**src/rtl/clkgen_ctrl.sv**
```systemverilog
// rtl/clkgen_ctrl.sv - programmable clock generator; optional period counter via CLKGEN_CTRL_PERIOD_CNT_EN
module clkgen_ctrl #(
    parameter int WIDTH      = 16,
    parameter int DEF_PERIOD = 10,
    parameter int DEF_HIGH   = 7
) (
    input  logic             clk,
    input  logic             rst,
    input  logic             run,
    input  logic             cfg_valid,
    output logic             cfg_ready,
    input  logic [WIDTH-1:0] cfg_period,
    input  logic [WIDTH-1:0] cfg_high,
    output logic             cfg_err,
    output logic             clk_out,
    output logic             rise_pulse,
    output logic             fall_pulse,
    output logic             busy
`ifdef CLKGEN_CTRL_PERIOD_CNT_EN
    ,
    output logic [31:0]      period_cnt
`endif
);

    typedef enum logic [1:0] {
        S_IDLE = 2'd0,
        S_HIGH = 2'd1,
        S_LOW  = 2'd2
    } state_t;

    state_t           state;
    logic [WIDTH-1:0] per_r;
    logic [WIDTH-1:0] high_r;
    logic [WIDTH-1:0] pend_per;
    logic [WIDTH-1:0] pend_high;
    logic             pend;
    logic [WIDTH-1:0] cnt;

    logic             cfg_take;
    logic             cfg_legal;
    logic [WIDTH-1:0] low_len;
    logic             high_done;
    logic             boundary;

    // Only one configuration can wait for a period boundary at a time.
    assign cfg_ready = !pend;
    assign cfg_take  = cfg_valid && !pend;
    // high < period also rules out period 0/1 with a nonzero high time.
    assign cfg_legal = (cfg_period >= WIDTH'(2)) && (cfg_high != '0) && (cfg_high < cfg_period);
    assign low_len   = per_r - high_r;
    assign high_done = (cnt == high_r - WIDTH'(1));
    // The last LOW cycle closes a period; new settings only take effect here.
    assign boundary  = (state == S_LOW) && (cnt == low_len - WIDTH'(1));
    assign busy      = (state != S_IDLE);

    // Phase sequencing, configuration handling and registered outputs.
    always_ff @(posedge clk) begin
        if (rst) begin
            state      <= S_IDLE;
            per_r      <= WIDTH'(DEF_PERIOD);
            high_r     <= WIDTH'(DEF_HIGH);
            pend_per   <= '0;
            pend_high  <= '0;
            pend       <= 1'b0;
            cnt        <= '0;
            cfg_err    <= 1'b0;
            clk_out    <= 1'b0;
            rise_pulse <= 1'b0;
            fall_pulse <= 1'b0;
        end else begin
            cfg_err    <= cfg_take && !cfg_legal;
            rise_pulse <= 1'b0;
            fall_pulse <= 1'b0;

            if (boundary && pend) begin
                per_r  <= pend_per;
                high_r <= pend_high;
                pend   <= 1'b0;
            end

            if (cfg_take && cfg_legal) begin
                if (state == S_IDLE) begin
                    per_r  <= cfg_period;
                    high_r <= cfg_high;
                end else begin
                    pend      <= 1'b1;
                    pend_per  <= cfg_period;
                    pend_high <= cfg_high;
                end
            end

            case (state)
                S_IDLE: begin
                    if (run) begin
                        state      <= S_HIGH;
                        cnt        <= '0;
                        clk_out    <= 1'b1;
                        rise_pulse <= 1'b1;
                    end
                end
                S_HIGH: begin
                    if (high_done) begin
                        state      <= S_LOW;
                        cnt        <= '0;
                        clk_out    <= 1'b0;
                        fall_pulse <= 1'b1;
                    end else begin
                        cnt <= cnt + WIDTH'(1);
                    end
                end
                S_LOW: begin
                    if (boundary) begin
                        cnt <= '0;
                        if (run) begin
                            state      <= S_HIGH;
                            clk_out    <= 1'b1;
                            rise_pulse <= 1'b1;
                        end else begin
                            state <= S_IDLE;
                        end
                    end else begin
                        cnt <= cnt + WIDTH'(1);
                    end
                end
                default: begin
                    state   <= S_IDLE;
                    cnt     <= '0;
                    clk_out <= 1'b0;
                end
            endcase
        end
    end

`ifdef CLKGEN_CTRL_PERIOD_CNT_EN
    // Counts completed periods, wrapping naturally at 32 bits.
    always_ff @(posedge clk) begin
        if (rst) begin
            period_cnt <= '0;
        end else if (boundary) begin
            period_cnt <= period_cnt + 32'd1;
        end
    end
`endif

endmodule

```
**config.mk**
```make
export PLATFORM = sky130hd
export DESIGN_NAME = clkgen_ctrl
export DESIGN_NICKNAME = d
export VERILOG_FILES = /design/src/rtl/clkgen_ctrl.sv
export SDC_FILE = /design/constraint.sdc
export NUM_CORES = 1
export LEC_CHECK = 0
export CAP_MARGIN = 20
export CORE_MARGIN = 4
export CORE_UTILIZATION = 60
export CTS_CLUSTER_SIZE = 14
export DETAILED_ROUTE_END_ITERATION = 8
export GPL_TIMING_DRIVEN = 0
export PLACE_DENSITY = 0.82
export SETUP_SLACK_MARGIN = 0.05
export SLEW_MARGIN = 25
export SYNTH_ARGS = -nofsm -noshare
export SYNTH_HDL_FRONTEND = slang
export SYNTH_SLANG_ARGS = --single-unit
```
**constraint.sdc**
```tcl
create_clock -name clk -period 4.4 [get_ports clk]
set_input_delay 0.88 -clock clk [delete_from_list [all_inputs] [get_ports clk]]
set_output_delay 0.88 -clock clk [all_outputs]
set_load 0.02 [all_outputs]
```
==> reports/metrics.cfg, run 1 <==
[finish]
regArea_mm2=0.001742
area_growth_pct=12.57
mostFrequentLayoutCells=87 x dfxtp_1, 66 x mux2i_1, 58 x nor2_1
post-route-util_pct=69.85
diodes=0
fillers=790
drive_gt1_share_pct=8.639
multi_input_area_mm2=0.004006
finalNetCount=833
mostFrequentLayoutCell=dfxtp_1

[job]
maxCapViolations=0

[timing]
hold_viol_final=0
drv_slew=0
period_needed_ps=4068
worstMarginPinSlew_ps=800.5
tns_ps=0
slew_headroom_pct=46.14
fin_ws_ps=331.8
setup_viol=0
skew_ps=12.51
clock.fmax_ghz=0.2458
finalCritPeriodShare_pct=92.46
timing.hold.ws_ps=510.0
grt_setup_unrepaired=no

[hold_path]
whs_path_depth=2
whs_endpoint=pend_per[8]$_SDFFE_PP0P_
holdCritStartpoint=pend_per[8]$_SDFFE_PP0P_
hold_class=reg -> reg

[logic_synthesis]
async_flop_share_pct=0
synth_top_area_share_pct=28.45
synth-seq-cells=87
synth_warnings=0
avgSynthCellArea_um2=8.633
synth-edff-count=0
netlist_area_mm2=0.006121
synth_cell_type_count=80
synth_cells=709
synth_nets=782
synth-main-ff-cell=dfxtp_1
seq_area_frac_synth_pct=28.45
synthTopCellsByArea=dfxtp_1 28%, mux2i_1 11%, ha_1 7.4%, nor2_1 3.6%, nand2_1 3.1%
yosysTopAreaCell=dfxtp_1

[floorplan]
io_pins=42
start_util_pct=62.05
core_region_area_mm2=0.009864
die-area_mm2=0.01188
fp-row-count=36
die_x_um=109
fp.dieH_um=109

[placed_design]
io_buffers=40
hpwl_mm=13.26
place_congestion=0.9452
dp_slack_ps=-109.6

[cts]
cts.clk_slew.worst_paths_ps=100
cts_tree=built
cts.sinks=87
h-tree-depth=3
cts-root-buf=clkbuf_8
cts_hold_buf=0
clock_path_buffers=2
worstSkewPairLatency_ps=380
cts_buffers=9

[route]
firstDrtPassIters=7
drc=0
wire_per_inst_um=18.99
wl_mm=17.03
vias=5631
first_iter_violations=424
ant_nets=0
vias_per_cell=6.278

[critical_path]
crit_path_end_kind=flop
crit_fanout=10
max_stage_delay_ps=760
crit_slowest_cell=nor4_1
cp.arrival_ps=4340
reg2reg_from=high_r[0]$_SDFF_PP1_
crit_chain=inv_1 -> ha_1 -> fa_1 -> a21o_1 -> a221oi_4 -> a211o_1 -> o311ai_0 -> nor4_1 -> a21boi_1 -> buf_2 -> o221ai_2 -> nand2_1
rrSetupSlack_ps=330
start_kind=flop
critPathRequiredTime_ps=4670
crit_type=reg -> reg
reg2reg_to=cnt[11]$_SDFFE_PP0N_
reg2reg_depth=12

[grt]
grt_max_degree=17
track_usage_pct=30.09
grt_antenna_before_repair=0
overflow=0
grt_pass1_wl_mm=28.02
grt_pass1_vias=5646

[pwr]
p_leak_nw=3.211
power_w=0.003057
ir_drop_mv=0.2646
p_per_area_mw_per_mm2=443.7

[outcome]
status=completed

logic make-up (layout without fill, tap and decap cells):
group	count (synthesis)	in the layout	synth area share, %
flip-flops	87	87	28.45
adder cells (fa/ha/maj)	37	37	7.686
AND/OR/NAND/NOR	237	237	20.85
AO/OA/AOI/OAI	156	156	20.22
XOR/XNOR	40	40	5.724
multiplexers	67	67	10.98
buffers and inverters	85	140	6.091
stage by stage:
step,instances,area (um2)
6_report,897,6890
3_5_place_dp,882,6688
2_1_floorplan,709,6121
5_1_grt,897,6890
3_3_place_gp,882,6688
4_1_cts,897,6888
report_power, final:
part           internal (W)  leakage, nW  switching (W)
Clock              0.000271        0.103       0.000319
Combinational      0.000611         2.40       0.000880
Sequential         0.000883        0.707      0.0000940
critical path: cells and delay by family, from the launching register on:
kind,cells,cell delay [ps]
buffers and inverters,2,410
and+or+nand+nor,2,830
AOI/OAI and AO/OA,6,1500
DFF,1,540
adders and majority gates,2,680
synthesized netlist by cell type (all sizes together) (3+ instances only):
| cell type | instances |
|---|---|
| xnor2 | 21 |
| nor2b | 16 |
| a22oi | 5 |
| o22ai | 15 |
| ha | 36 |
| nor4 | 14 |
| clkbuf | 22 |
| nor3 | 20 |
| a21o | 12 |
| and2 | 7 |
| or2 | 3 |
| o31ai | 3 |
| nor2 | 58 |
| inv | 42 |
| nand4b | 4 |
| and4 | 3 |
| nand2 | 51 |
| a2bb2oi | 4 |
| a2111oi | 4 |
| dfxtp | 87 |
| xor2 | 19 |
| o2bb2ai | 14 |
| a21boi | 3 |
| o221ai | 10 |
| nand3 | 14 |
| o21a | 4 |
| nand2b | 8 |
| a31oi | 4 |
| a211o | 5 |
| o211ai | 3 |
| o21ai | 21 |
| nor4b | 4 |
| a211oi | 4 |
| nand4 | 12 |
| mux2i | 66 |
| or4 | 3 |
| and3 | 15 |
| buf | 21 |
| a21oi | 24 |
registers in the layout, summed over array words and instances, names as in the netlist, 2 cells and up:
name	flops
high_r	16
pend_per	16
cnt	16
per_r	16
state	2
pend_high	16
area by class of cell:
class / count / share of cell area (%)
buffer: 43 / 3.160
inverter: 42 / 2.288
multi-input combinational: 537 / 58.14
tap: 133 / 2.415
timing repair buffer: 40 / 5.811
clock buffer: 9 / 1.798
clock inverter: 6 / 1.108
sequential: 87 / 25.28
what timing repair did:
item                                    in CTS  in global routing
gates resized for setup                      0                  4
endpoints found under the setup margin       0                 13
setup buffers                                0                  0
metal layers:
metal,share of wire (%),track usage [%],vias to the layer above
li1,-,-,2686
met1,40,36.97,2657
met2,49,51.32,242
met3,7.1,5.210,46
met4,3.6,13.53,0
met5,0,0,-
worst max-delay path by stage:
stage | start | endpoint | slack, ps | depth (start not counted)
2_1_floorplan | cfg_period[7] | per_r[10]$_SDFF_PP0_ | 1280 | 11
3_3_place_gp | cfg_period[7] | per_r[4]$_SDFF_PP0_ | -100 | 12
3_5_place_dp | cfg_period[7] | per_r[2]$_SDFF_PP0_ | -110 | 12
4_1_cts | cfg_period[7] | per_r[2]$_SDFF_PP0_ | 270 | 12
5_1_grt | high_r[0]$_SDFF_PP1_ | cnt[8]$_SDFFE_PP0N_ | 170 | 12
6_report | high_r[0]$_SDFF_PP1_ | cnt[11]$_SDFFE_PP0N_ | 330 | 12
No activity file was read; power rests on OpenSTA's default activity.
==> run 2: changes to the inputs <==
CORE_UTILIZATION = 65   (was 60)
PLACE_DENSITY = 0.88   (was 0.82)
clock period = 4.95 ns   (was 4.4 ns; I/O delays follow)
==> run 2 against run 1 <==
- sequential share of layout area is 0.12 points higher
- utilization is 4.7 points higher
- count of clock-buffer cells in the layout did not move
- flip-flop and latch count is the same
- cell count shrank 2.3%
- wire length shrank 1.4%
- critical endpoint is now per_r[5]$_SDFF_PP0_
==> reports/metrics.cfg, run 2 (synthesized netlist as in run 1, its figures left out) <==
[outcome]
status=completed

[timing]
slew_headroom_pct=48.83  ; +2.7 points
worstMarginPinSlew_ps=748.2  ; -52.31 ps
period_needed_ps=4441
grt_setup_unrepaired=no
finalCritPeriodShare_pct=89.71
clock.fmax_ghz=0.2252
drv_slew=0  ; unchanged
hold_viol_final=0  ; unchanged
tns_ps=0  ; unchanged
skew_ps=15.07  ; +2.564 ps
setup_viol=0  ; unchanged

[critical_path]
crit_slowest_cell=a2111oi_0
start_kind=input port
cp.arrival_ps=4670  ; +330 ps
reg2reg_from=high_r[0]$_SDFF_PP1_
crit_type=in -> reg
crit_chain=clkdlybuf4s50_1 -> inv_1 -> ha_1 -> a2111oi_0 -> o21ai_0 -> a21oi_1 -> o21ai_1 -> nor4_1 -> or2_1 -> buf_1 -> clkbuf_1 -> o22ai_1
reg2reg_to=cnt[2]$_SDFFE_PP0N_
rrSetupSlack_ps=860  ; +530 ps
crit_family=compound AO/OA/AOI/OAI gates
cp.buffers_inverters=4  ; +2
critPathRequiredTime_ps=5180  ; +510 ps
max_stage_delay_ps=660  ; -100 ps
crit_fanout=10  ; unchanged
reg2reg_depth=12  ; unchanged
crit_path_end_kind=flop

[floorplan]
core_region_area_mm2=0.009196  ; -6.8%
die_x_um=105.0  ; -3.6%
fp.dieH_um=105.0  ; -3.6%
die-area_mm2=0.01103  ; -7.1%
start_util_pct=66.56  ; +4.5 points
fp-row-count=35  ; -2.8%
io_pins=42  ; unchanged

[pwr]
p_clk_share_pct=18.8  ; -0.5 points
power_frac_seq_pct=32.1  ; +0.2 points
p_switching_w=0.001169  ; -9.6%
ir_drop_mv=0.2444  ; -7.6%
p_int_w=0.001526  ; -13%
p_leak_nw=3.200  ; -0.32%
power_frac_comb_pct=49.1  ; +0.3 points
p_sw_share_pct=43.37  ; +1.1 points
p_per_area_mw_per_mm2=393.0  ; -11%

[finish]
fin_cells=876  ; -2.3%
area_growth_pct=12.06
finalNetCount=833  ; unchanged
diodes=0  ; unchanged
mostFrequentLayoutCells=87 x dfxtp_1, 66 x mux2i_1, 58 x nor2_1
mostFrequentLayoutCell=dfxtp_1
regArea_mm2=0.001742  ; unchanged
fillers=675  ; -15%
drive_gt1_share_pct=8.497  ; -0.14 points
multi_input_area_mm2=0.004006  ; unchanged

[hold_path]
holdCritStartpoint=pend_high[14]$_SDFFE_PP0P_
whs_endpoint=pend_high[14]$_SDFFE_PP0P_
hold_class=reg -> reg
whs_path_depth=2  ; unchanged

[cts]
h-tree-depth=3  ; unchanged
cts-root-buf=clkbuf_8
worstSkewPairLatency_ps=370  ; about the same
clock_path_buffers=2  ; unchanged
postCtsSetupRepairBufs=0  ; unchanged
cts_buffers=9  ; unchanged
cts_hold_buf=0  ; unchanged
cts.clk_slew.worst_paths_ps=100  ; about the same
cts_tree=built
ctsResizeCount=0  ; unchanged
cts.sinks=87  ; unchanged

[grt]
track_usage_pct=30.38  ; +0.29 points
overflow=0  ; unchanged
grt_max_degree=19  ; +2
grt_pass1_vias=5623  ; -0.41%
grt_antenna_before_repair=0  ; unchanged
grt_pass1_wl_mm=27.17  ; -3.0%

[route]
vias_per_cell=6.546  ; +4.3%
firstDrtPassIters=5  ; -2
drc=0  ; unchanged
ant_nets=0  ; unchanged
wl_mm=16.79  ; -1.4%
wire_per_inst_um=19.17  ; +0.95%
first_iter_violations=362  ; -15%
vias=5734  ; +1.8%

[placed_design]
place_inst=860  ; -2.5%
place_congestion=0.9534  ; +0.87%
io_buffers=40  ; unchanged
hpwl_mm=13.15  ; -0.88%

[job]
maxCapViolations=0  ; unchanged

-- run 2: cell count changes in the layout (fill, tap and decap cells not counted), sizes merged --
cell / previous run / this run
clkinv: 1 / 3
bufinv: 1 / 0
clkinvlp: 0 / 1
inv: 46 / 45
-- run 2: how the worst max path moves through the flow --
stage | from | end | slack (ps) | cells past startpoint
final | cfg_period[7] | per_r[5]$_SDFF_PP0_ | 510 | 12
after global routing | cfg_period[7] | per_r[7]$_SDFF_PP0_ | 300 | 12
after CTS | cfg_period[7] | per_r[5]$_SDFF_PP0_ | 620 | 12
after detailed placement | cfg_period[7] | per_r[4]$_SDFF_PP0_ | 270 | 12
after global placement | cfg_period[7] | per_r[4]$_SDFF_PP0_ | 370 | 12
after floorplan | cfg_period[7] | per_r[10]$_SDFF_PP0_ | 1720 | 11
-- run 2: worst register-to-register path, delay by kind of cell, from the launching register on --
family	cells	cell delay [ps]
flip-flops	1	570
AND/OR/NAND/NOR	2	780
buffers and inverters	2	420
AO/OA/AOI/OAI	6	1540
adder cells (fa/ha/maj)	2	680
-- run 2: stage by stage --
stage | total power (W) | util (%) | setup WS, ps | hold WS [ps] | cell area (um2)
finish | 0.002696 | 74.59 | 509.1 | 512.9 | 6859
global route | 0.002841 | 74.59 | 298.8 | 540.9 | 6859
CTS | 0.002667 | 74.59 | 619.6 | 514.9 | 6859
detailed placement | 0.002166 | 72.42 | 268.1 | 490.9 | 6660
global placement | 0.002131 | 72.42 | 369.6 | 474.0 | 6660
floorplan | 0.001835 | - | 1717 | 458.3 | 6121
-- run 2: power groups by stage --
stage	Sequential [W]	Clock (W)	Combinational [W]
floorplan	0.000857	0	0.000978
global placement	0.000874	0	0.00126
detailed placement	0.000878	0	0.00129
CTS	0.000863	0.000506	0.00130
global route	0.000876	0.000533	0.00143
finish	0.000866	0.000506	0.00132
-- run 2: cell type report --
class | instances | area share (%)
Clock inverter | 7 | 1.094
Multi-Input combinational cell | 537 | 58.41
Inverter | 42 | 2.298
Tap cell | 111 | 2.025
Clock buffer | 9 | 1.806
Timing Repair Buffer | 40 | 5.837
Buffer | 43 | 3.138
Sequential cell | 87 | 25.39
-- run 2: layer usage --
| layer | part of all wire (%) | GRT usage (%) | vias up |
|---|---|---|---|
| li1 | - | - | 2695 |
| met1 | 40 | 36.08 | 2719 |
| met2 | 48 | 52.66 | 259 |
| met3 | 7.1 | 6.362 | 61 |
| met4 | 4.5 | 13.31 | 0 |
| met5 | 0 | 0 | - |
